`src/rtl/uart_tx_serializer_if.sv`:
```
// Byte handshake between the upstream table/message FSMs and the UART transmitter.
interface uart_tx_serializer_if;
  logic [7:0] txdata;
  logic       ldtxdata;
  logic       txempty;

  modport master (output txdata, output ldtxdata, input txempty);
  modport slave  (input txdata, input ldtxdata, output txempty);
endinterface

```
`src/rtl/uart_tx_serializer.sv`:
```
// 8N1 UART transmitter, LSB first, with a one-byte holding register so the
// upstream FSM can queue the next character and frames go out back-to-back.
module uart_tx_serializer #(
  parameter int CLKS_PER_BIT = 434
) (
  input  logic                 clk,
  input  logic                 reset,
  uart_tx_serializer_if.slave  up,
  output logic                 tx,
  output logic                 busy,
  output logic                 overrun
);

  localparam int CW = (CLKS_PER_BIT > 1) ? $clog2(CLKS_PER_BIT) : 1;
  localparam logic [CW-1:0] CNT_LAST = CW'(CLKS_PER_BIT - 1);

  typedef enum logic [1:0] {IDLE, START, DATA, STOP} state_t;

  state_t        state, state_nxt;
  logic [CW-1:0] cnt, cnt_nxt;
  logic [2:0]    idx, idx_nxt;
  logic [7:0]    shift, shift_nxt;
  logic [7:0]    hold_data;
  logic          hold_full, hold_full_nxt;
  logic          overrun_nxt;
  logic          tx_nxt, busy_nxt;
  logic          wrap, transfer, load_ok;

  // State register plus registered outputs; only control state is reset.
  always_ff @(posedge clk or posedge reset) begin
    if (reset) begin
      state     <= IDLE;
      cnt       <= '0;
      idx       <= '0;
      hold_full <= 1'b0;
      overrun   <= 1'b0;
      tx        <= 1'b1;
      busy      <= 1'b0;
    end else begin
      state     <= state_nxt;
      cnt       <= cnt_nxt;
      idx       <= idx_nxt;
      hold_full <= hold_full_nxt;
      overrun   <= overrun_nxt;
      tx        <= tx_nxt;
      busy      <= busy_nxt;
    end
  end

  always_ff @(posedge clk) begin
    shift <= shift_nxt;
    if (load_ok) hold_data <= up.txdata;
  end

  // Next-state: bit timing, shifting and the hold-to-shift transfer.
  always_comb begin
    wrap      = (cnt == CNT_LAST);
    transfer  = hold_full && ((state == IDLE) || ((state == STOP) && wrap));
    load_ok   = up.ldtxdata && !hold_full;
    state_nxt = state;
    cnt_nxt   = wrap ? '0 : cnt + 1'b1;
    idx_nxt   = idx;
    shift_nxt = shift;
    case (state)
      IDLE:  cnt_nxt = '0;
      START: begin
        if (wrap) begin
          state_nxt = DATA;
          idx_nxt   = '0;
        end
      end
      DATA: begin
        if (wrap) begin
          shift_nxt = {1'b0, shift[7:1]};
          idx_nxt   = idx + 1'b1;
          if (idx == 3'd7) state_nxt = STOP;
        end
      end
      STOP:    if (wrap) state_nxt = IDLE;
      default: state_nxt = IDLE;
    endcase
    if (transfer) begin
      shift_nxt = hold_data;
      state_nxt = START;
      cnt_nxt   = '0;
    end
    // A load against a full holding register is dropped even if it empties this edge.
    hold_full_nxt = load_ok | (hold_full & ~transfer);
    overrun_nxt   = overrun | (up.ldtxdata & hold_full);
  end

  // Output decode from the next state so tx and busy come straight from flops.
  always_comb begin
    tx_nxt = 1'b1;
    case (state_nxt)
      START:   tx_nxt = 1'b0;
      DATA:    tx_nxt = shift_nxt[0];
      default: tx_nxt = 1'b1;
    endcase
    busy_nxt = (state_nxt != IDLE);
  end

  assign up.txempty = ~hold_full;

endmodule

```
`src/flat_wrapper.sv`:
```
// flat-port wrapper written by rule: the top's interface ports become plain ports
module uart_tx_serializer_flat 
#(
  parameter int CLKS_PER_BIT = 434
)
  (clk, reset, tx, busy, overrun, up_txdata, up_ldtxdata, up_txempty);
  uart_tx_serializer_if up_i ();
  input  logic clk;
  input  logic reset;
  output logic tx;
  output logic busy;
  output logic overrun;
  input wire logic [$bits(up_i.txdata)-1:0] up_txdata;
  input wire logic [$bits(up_i.ldtxdata)-1:0] up_ldtxdata;
  output wire logic [$bits(up_i.txempty)-1:0] up_txempty;
  assign up_i.txdata = up_txdata;
  assign up_i.ldtxdata = up_ldtxdata;
  assign up_txempty = up_i.txempty;
  uart_tx_serializer #(.CLKS_PER_BIT(CLKS_PER_BIT)) u_core (.clk(clk), .reset(reset), .up(up_i), .tx(tx), .busy(busy), .overrun(overrun));
endmodule
```
`config.mk`:
```
export PLATFORM = sky130hd
export DESIGN_NAME = uart_tx_serializer_flat
export DESIGN_NICKNAME = d
export VERILOG_FILES = /design/src/rtl/uart_tx_serializer_if.sv /design/src/rtl/uart_tx_serializer.sv /design/src/flat_wrapper.sv
export SDC_FILE = /design/constraint.sdc
export NUM_CORES = 1
export LEC_CHECK = 0
export BUFFER_PORTS_ARGS = -buffer_cell sky130_fd_sc_hd__buf_2
export CORE_MARGIN = 2
export CORE_UTILIZATION = 57
export CTS_CLUSTER_DIAMETER = 60
export CTS_CLUSTER_SIZE = 20
export DETAILED_ROUTE_END_ITERATION = 7
export GPL_ROUTABILITY_DRIVEN = 0
export HOLD_SLACK_MARGIN = 0.15
export PLACE_DENSITY = 0.77
export SLEW_MARGIN = 20
export SYNTH_ARGS = -nofsm -noshare
export SYNTH_HDL_FRONTEND = slang
export SYNTH_SLANG_ARGS = --single-unit
```
`constraint.sdc`:
```
create_clock -name clk -period 2.51 [get_ports clk]
set_input_delay 0 -clock clk [delete_from_list [all_inputs] [get_ports clk]]
set_output_delay 0 -clock clk [all_outputs]
set_load 0.005 [all_outputs]
```
Yosys cells after proc, flatten, opt, wreduce, memory -nomap -nowiden:

Cells that the tools add are included.
Widths: inputs -> output; s select.

* register bits: 34
* input port bits: 11

* add/subtract/negate cells: 2
* equal/unequal tests: 9
* mux-type cells: 16
* bitwise operators: 6
* reduce and logical (&&, ||, !) cells: 12

Operators by type and width (count)
* $mux 9: 3
* $mux 8: 3
* $mux 2: 5
* $add 9x1->9 const B: 1
* $eq 9x9->1 const B: 1
* $reduce_bool 2->1: 4
* $eq 2x2->1 const B: 3
* $mux 3: 2
* $pmux 2 s3: 1
* $pmux 3 s2: 1
* $eq 2x1->1 const B: 2
* $ne 2x1->1 const B: 2
* $add 3x1->3 const B: 1
* $eq 3x3->1 const B: 1
* $logic_and 1x1->1: 3
* $reduce_and 3->1: 1
* $and 1x1->1: 2
* $logic_not 2->1: 1
* $not 1->1: 2
* $or 1x1->1: 2
* $pmux 1 s2: 1
* $reduce_and 2->1: 1
* $logic_not 1->1: 1
* $logic_or 1x1->1: 1

Depth between registers and ports, before layout:

Gate-level depths: netlist (run 1).

* depth in word-level cells: 7
* gate-level depth with buffers: 8
* mapped depth without buffers: 7

Least setup slack after synthesis (run 1):

No wires, ideal clock.

* path kind: reg-to-reg
* start point: register u_core.cnt[1]
* end point: register u_core.shift[1], enable pin
* library setup time: 374 ps
* arrival: 1414 ps
* required time: 2136 ps
* path slack: 722 ps
* stages on the path, launching flop included: 6
* buffers on the path: 0
* path through: dfrtp_1 inv_1 ha_1 and4b_4 a31oi_1 o22ai_1

* cells in the longest elaborated chain, start to end: 6
* elaborated cells between the ends (all ways): 7

RTL lines
* from (decl): line uart_tx_serializer.sv:20 `logic [CW-1:0] cnt, cnt_nxt;`
* from (signal assigned): line uart_tx_serializer.sv:41 `cnt <= cnt_nxt;`
* $eq 9x9->1 *: line uart_tx_serializer.sv:57 `wrap = (cnt == CNT_LAST);`
* $logic_and 1x1->1: line uart_tx_serializer.sv:58 `transfer = hold_full && ((state == IDLE) || ((state == STOP) && wrap));`
* $logic_or 1x1->1: line uart_tx_serializer.sv:58
* $logic_and 1x1->1: line uart_tx_serializer.sv:58
* $reduce_bool 2->1 (no source line)
* $reduce_and 2->1 (no source line) *
* to (signal assigned): line uart_tx_serializer.sv:51 `shift <= shift_nxt;`
* to (decl): line uart_tx_serializer.sv:22 `logic [7:0] shift, shift_nxt;`

Every way passes the cells marked *; elsewhere a longest branch is shown, timed or not.
A chain may end at the register's enable or synchronous reset.

Worst setup path in the final report (run 1):

* start point: register u_core.cnt[1]
* end point: register u_core.shift[7], enable pin

The elaborated chain is that of the path after synthesis.

==> results of run 1 <==
==> state kept, by name, summed over array words and instances (netlist names), 2 cells and up <==
signal            count
u_core.cnt            9
u_core.hold_data      8
u_core.shift          8
u_core.idx            3
u_core.state          2
==> placed cells by master, fill, tap and decap left out, types with 3 or more instances in the layout <==
master / netlist / routed
buf_2: 0 / 14
clkbuf_4: 0 / 5
dfrtp_1: 17 / 17
dlygate4sd3_1: 0 / 10
edfxtp_1: 15 / 15
ha_1: 8 / 8
inv_1: 6 / 6
nand2_1: 19 / 19
nand3_1: 3 / 3
nor2_1: 15 / 15
o21ai_0: 8 / 8
xnor2_1: 3 / 3
xor2_1: 3 / 3
==> path summary, 6_finish.rpt <==
check	start	to	slack, ps	cells after the start
worst min register to register	u_core.hold_data[0]	u_core.shift[0]	490	1
worst max-delay path	u_core.cnt[1]	u_core.shift[7]	500	5
min in group clk	up_txdata[3]	u_core.hold_data[3]	370	2
worst min-delay path	reset	u_core.state[1]	340	3
max in group asynchronous	reset	u_core.state[0]	1720	3
worst max register to register	u_core.cnt[1]	u_core.shift[7]	500	5
==> worst max-delay path, delay by kind of cell (launching register included) <==
| kind | cells | cell delay (ps) |
|---|---|---|
| AND/OR/NAND/NOR | 1 | 290 |
| buffers and inverters | 1 | 70 |
| adder cells (fa/ha/maj) | 1 | 150 |
| AO/OA/AOI/OAI | 2 | 720 |
| flip-flops | 1 | 430 |
==> final cells by class <==
type,instances,area (um2)
Tap cell,31,38.79
Inverter,6,22.52
Multi-Input combinational cell,97,654.4
Timing Repair Buffer,24,170.2
Fill cell,197,873.3
Sequential cell,34,922.1
Clock buffer,7,45.04
Clock inverter,1,7.507
==> through the flow <==
| stage | instance area (um2) | util | worst slack [ps] | std cells | power, W |
|---|---|---|---|---|---|
| global placement | 1708 | 0.6247 | 628.5 | 182 | 0.001394 |
| global route | 1861 | 0.6805 | 348.1 | 200 | 0.001852 |
| finish | 1861 | 0.6805 | 497.7 | 200 | 0.001745 |
| floorplan | 1614 | - | 721.9 | 139 | 0.001294 |
| CTS | 1861 | 0.6805 | 522.6 | 200 | 0.001731 |
| detailed placement | 1708 | 0.6247 | 539.9 | 182 | 0.001434 |
==> where the power goes <==
part	leakage, nW	switching (W)	total, W	internal, W
combinational	0.372	0.000367	0.000618	0.000252
clock	0.0255	0.000183	0.000294	0.000111
sequential	0.379	0.0000812	0.000833	0.000752
total	0.777	0.000631	0.00175	0.00111
==> cells by family (layout without fill, tap and decap cells) <==
logic type | Yosys count | after routing | synth area share
simple gates | 56 | 56 | 0.1845
flops | 34 | 34 | 0.5713
compound gates | 24 | 24 | 0.1008
fa+ha+maj | 8 | 8 | 0.06202
buf+inv | 8 | 38 | 0.02325
xor+xnor | 6 | 6 | 0.03256
mux | 3 | 3 | 0.02558
==> per-layer routing <==
metal  GRT usage  vias up  share of wire
li1            -      548              -
met5           0        -              0
met1      0.2872      525           0.44
met4     0.07973        0          0.013
met3     0.05442        6          0.050
met2      0.3662       40           0.50
==> repair_timing <==
action | in CTS | in global routing
endpoints found under the setup margin | 0 | 0
hold buffers | 10 | 0
hold endpoints to repair | 27 | 0
==> impl_metrics.csv, run 1 <==
group,metric,value,unit
outcome,status,"complete, no violations",
synth,syn_area_per_cell,11.61,um2
timing,period_minus_slack,2012,ps
timing,hold_viol,0,
cells_and_area,drive_above_1_share,0.1834,
synth,synth-async-reset-ratio,0.5294,
synth,yosysMostFrequentCell,"nand2_1",
setup_path,worstPathMaxFanout,7,
cells_and_area,syn_to_final_growth,15.27,%
floorplan,initial_core_util,0.5904,
setup_path,arrival,1990,ps
cells_and_area,antenna_cells,0,
global_route,grt_pass1_wl,5.382,mm
placement,dp_hpwl,2.048,mm
routing,dr.pass1.iters,4,
power_and_ir_drop,p_leak,0.7767,nW
clock_network,cts_tree,"built",
global_route,antenna_found_initial,0,
timing,finalCritPeriodShare,0.8017,
timing,drv_slew,0,
clock_network,cts.sinks,34,
routing,avgRoutedWirePerCell,15.76,um
synth,synth_ff_type,"dfrtp_1",
routing,drc,0,
timing,relSlewSlack,0.5396,
floorplan,dieHeight,57.22,um
synth,ys_warn_count,0,
routing,dr.first_iter.drc_count,49,
clock_network,cts_max_level,2,
clock_network,cts_inserted_buffers,5,
global_route,gr-total-overflow,0,
synth,yosys_register_bits,34,
setup_path,slowest_delay,570,ps
setup_path,crit_chain,"inv_1, ha_1, and4b_4, a31oi_1, o22ai_1",
floorplan,row_count,19,
setup_path,slowest_stage,"o22ai_1",
synth,synth_area,1614,um2
synth,synth_edf_count,15,
timing,setup_tns,0,ps
global_route,grtUsageTotal,0.2220,
synth,synthDominantCellAreaShare,0.2791,
timing,hold_slack,339.0,ps
worst_hold_path,hold_class,"in2async",
routing,viasPerCell,5.595,
floorplan,ioPinCount,15,
clock_network,cts_resized,0,
floorplan,die_area,3274,um2
setup_path,critPathRequiredTime,2490,ps
setup_path,critPathKind,"reg2reg",
synth,ys_types,42,
global_route,first_global_vias,1155,
job,drv_cap,0,
clock_network,clock_latency,330,ps
routing,ant_nets,0,
clock_network,cts-root-buf,"clkbuf_4",
synth,synth_top_cells_by_count,"nand2_1 (19), dfrtp_1 (17), edfxtp_1 (15), nor2_1 (15)",
setup_path,crit_path_end_kind,"flip-flop",
cells_and_area,fin_nets,187,
timing,rsz0062_at_grt,"no",
timing,fmax,496.9,MHz
routing,wirelength,3.152,mm
clock_network,cts_max_path_buffers,2,
synth,synth_area_leaders,"edfxtp_1 (28%), dfrtp_1 (26%), ha_1 (6.2%)",
clock_network,cts_setup_buffers,0,
clock_network,path_clk_slew,100,ps
synth,synthCells,139,
global_route,grt_max_degree,19,
setup_path,crit_path_start_kind,"flip-flop",
synth,syn-num-nets,158,
routing,num_vias,1119,
floorplan,fp.dieW,57.22,um
floorplan,core-area,2734,um2
power_and_ir_drop,ir_worst_vdd,770.4,uV
power_and_ir_drop,power_density,937.9,nW/um2
timing,fin_worst_skew,10.08,ps
synth,yosysSeqAreaShare,0.5713,
timing,worstMarginPinSlew,689.9,ps
timing,setup_viol,0,
placement,portBuffers,14,
synth,yosys.area.top_type,"edfxtp_1",
Power figures use the tool's default switching activity.
==> inputs of run 2 (changes only) <==
CORE_UTILIZATION = 52   (was 57)
PLACE_DENSITY = 0.74   (was 0.77)
clock period = 1.7 ns   (was 2.51 ns; I/O delays follow)
==> run 2 against run 1 <==
Global-route usage decreased by 0.62 points. Sequential cell count did not move. Combinational power is 130% higher. Critical endpoint is now u_core.shift[0]. Routed wire length up 3.8%. Register-to-register slack lost 560 ps. Sequential share of layout area fell by 6.5 points. Power increased by 77%. Clock power up 60%. Critical path depth increased by 2. Clock skew down 5.0 ps. Final area rose by 15%. Clock-buffer cell count shrank 1. The run now ends with setup timing left.
==> impl_metrics.csv, run 2 (synthesis results as in run 1) <==
group,metric,value,unit
floorplan,dieHeight,59.72,um
setup_path,cp_top_family,"multiplexers",
setup_path,slowest_delay,410,ps
worst_hold_path,hold_class,"in2async",
placement,portBuffers,14,
power_and_ir_drop,clock_power_share,0.152,
power_and_ir_drop,switching_power,0.001074,W
cells_and_area,syn_to_final_growth,32.71,%
power_and_ir_drop,sw_frac_of_total,0.3470,
timing,setup_tns,-116.9,ps
floorplan,ioPinCount,15,
clock_network,cts_max_path_buffers,2,
global_route,first_global_vias,1280,
setup_path,worstPathMaxFanout,4,
timing,finalCritPeriodShare,1.039,
setup_path,arrival,2000,ps
setup_path,path_buf_inv,1,
timing,hold_viol,0,
clock_network,cts-root-buf,"clkbuf_4",
setup_path,crit_cells,7,
cells_and_area,layout_common_cells,"nand2_1 (19), buf_4 (18), dfrtp_1 (17)",
setup_path,reg2reg_depth,7,
setup_path,critPathKind,"reg2reg",
routing,viasPerCell,5.430,
timing,setup_viol,10,
cells_and_area,drive_above_1_share,0.3474,
routing,dr.first_iter.drc_count,53,
timing,fmax,566.2,MHz
clock_network,cts_tree,"built",
routing,dr.pass1.iters,4,
setup_path,critPathRequiredTime,1930,ps
placement,dp_hpwl,2.361,mm
global_route,grtUsageTotal,0.2158,
cells_and_area,layout_commonest_cell,"nand2_1",
power_and_ir_drop,total_power,0.003095,W
clock_network,cts_inserted_buffers,5,
global_route,grt_pass1_wl,5.554,mm
setup_path,crit_path_start_kind,"flip-flop",
cells_and_area,fin_cells,223,
clock_network,cts_max_level,2,
power_and_ir_drop,p_seq_frac,0.391,
power_and_ir_drop,intPower,0.002021,W
power_and_ir_drop,ir_worst_vdd,789.1,uV
cells_and_area,top_register,"u_core.cnt",
cells_and_area,fin_nets,208,
placement,dp.cells,201,
timing,relSlewSlack,0.5378,
floorplan,core-area,3003,um2
timing,period_minus_slack,1766,ps
timing,rsz0062_at_grt,"yes",
floorplan,initial_core_util,0.5375,
setup_path,slowest_stage,"dfrtp_1",
timing,fin_worst_skew,5.043,ps
global_route,gr-total-overflow,0,
outcome,status,"complete, but fails checks",
placement,post-place-ws,-50.93,ps
setup_path,crit_chain,"inv_2, ha_4, and4b_4, nand2_4, nor2_4, mux2_4, mux2_4",
clock_network,cts.sinks,34,
cells_and_area,largest_register_ffs,9,
clock_network,path_clk_slew,110,ps
clock_network,clock_latency,330,ps
power_and_ir_drop,p_leak,0.9067,nW
cells_and_area,fillers,211,
timing,drv_slew,0,
global_route,antenna_found_initial,0,
routing,num_vias,1211,
routing,drc,0,
power_and_ir_drop,combPwrFrac,0.457,
power_and_ir_drop,power_density,1445,nW/um2
timing,worstMarginPinSlew,692.5,ps
outcome,violations,"setup timing",
floorplan,row_count,20,
cells_and_area,antenna_cells,0,
floorplan,fp.dieW,59.72,um
setup_path,critPathMostFrequentCell,"mux2_4",
routing,wirelength,3.273,mm
setup_path,crit_path_end_kind,"flip-flop",
job,drv_cap,0,
floorplan,die_area,3566,um2
routing,avgRoutedWirePerCell,14.68,um
global_route,grt_max_degree,19,
cells_and_area,reg.largest.list,"u_core.cnt x9, u_core.hold_data x8, u_core.shift x8",
timing,setup_ws,-66.10,ps
routing,ant_nets,0,
-- run 2: cell types whose count changed in the layout (fill, tap and decap cells not counted), sizes merged --
cell and delta:
buf +21, clkbuf -1, clkinv +1
-- run 2: routing by layer --
metal | share of wire | vias to the layer above | track usage
li1 | - | 595 | -
met1 | 0.44 | 578 | 0.2627
met2 | 0.49 | 26 | 0.3463
met3 | 0.034 | 12 | 0.06061
met4 | 0.036 | 0 | 0.1143
met5 | 0 | - | 0
-- run 2: per-stage QoR --
stage / instance area [um2] / hold WS (ps) / util
global route: 2142 / 356.4 / 0.7133
floorplan: 1627 / -62.16 / -
global placement: 1863 / 123.1 / 0.6204
detailed placement: 1863 / 154.7 / 0.6204
finish: 2142 / 302.1 / 0.7133
CTS: 2053 / 331.5 / 0.6838
-- run 2: power groups by stage --
stage | registers, W | clock network, W | logic, W
2_1_floorplan | 0.00121 | 0 | 0.000721
3_3_place_gp | 0.00120 | 0 | 0.00106
3_5_place_dp | 0.00122 | 0 | 0.00110
4_1_cts | 0.00120 | 0.000489 | 0.00122
5_1_grt | 0.00123 | 0.000522 | 0.00154
6_report | 0.00121 | 0.000471 | 0.00141
-- run 2: worst min-delay path: cells and delay by family --
family   cells  cell delay, ps
buf+inv      3            1140
-- run 2: final cells by class --
cell class | instances | area, um2 | share of cell area
sequential | 34 | 922.1 | 0.4305
multi-input combinational | 97 | 744.5 | 0.3475
timing repair buffer | 45 | 347.8 | 0.1624
clock buffer | 6 | 51.30 | 0.02395
tap | 33 | 41.29 | 0.01928
inverter | 6 | 22.52 | 0.01051
clock inverter | 2 | 12.51 | 0.005841
-- run 2: final timing paths --
| check | from | to | slack (ps) |
|---|---|---|---|
| max in group asynchronous | reset | u_core.cnt[4] | 960 |
| worst max-delay path | u_core.cnt[1] | u_core.shift[0] | -70 |
| min in group clk | up_txdata[6] | u_core.hold_data[6] | 370 |
| worst min register to register | u_core.overrun | u_core.overrun | 470 |
| worst max register to register | u_core.cnt[1] | u_core.shift[0] | -70 |
| worst min-delay path | reset | u_core.cnt[6] | 300 |
-- run 2: repair_timing --
item	in CTS	in global routing
hold buffers	10	0
endpoints found under the setup margin	10	29
buffers inserted	2	2
gates resized for setup	4	16
endpoints found under the hold margin	27	0
pin swaps	2	6
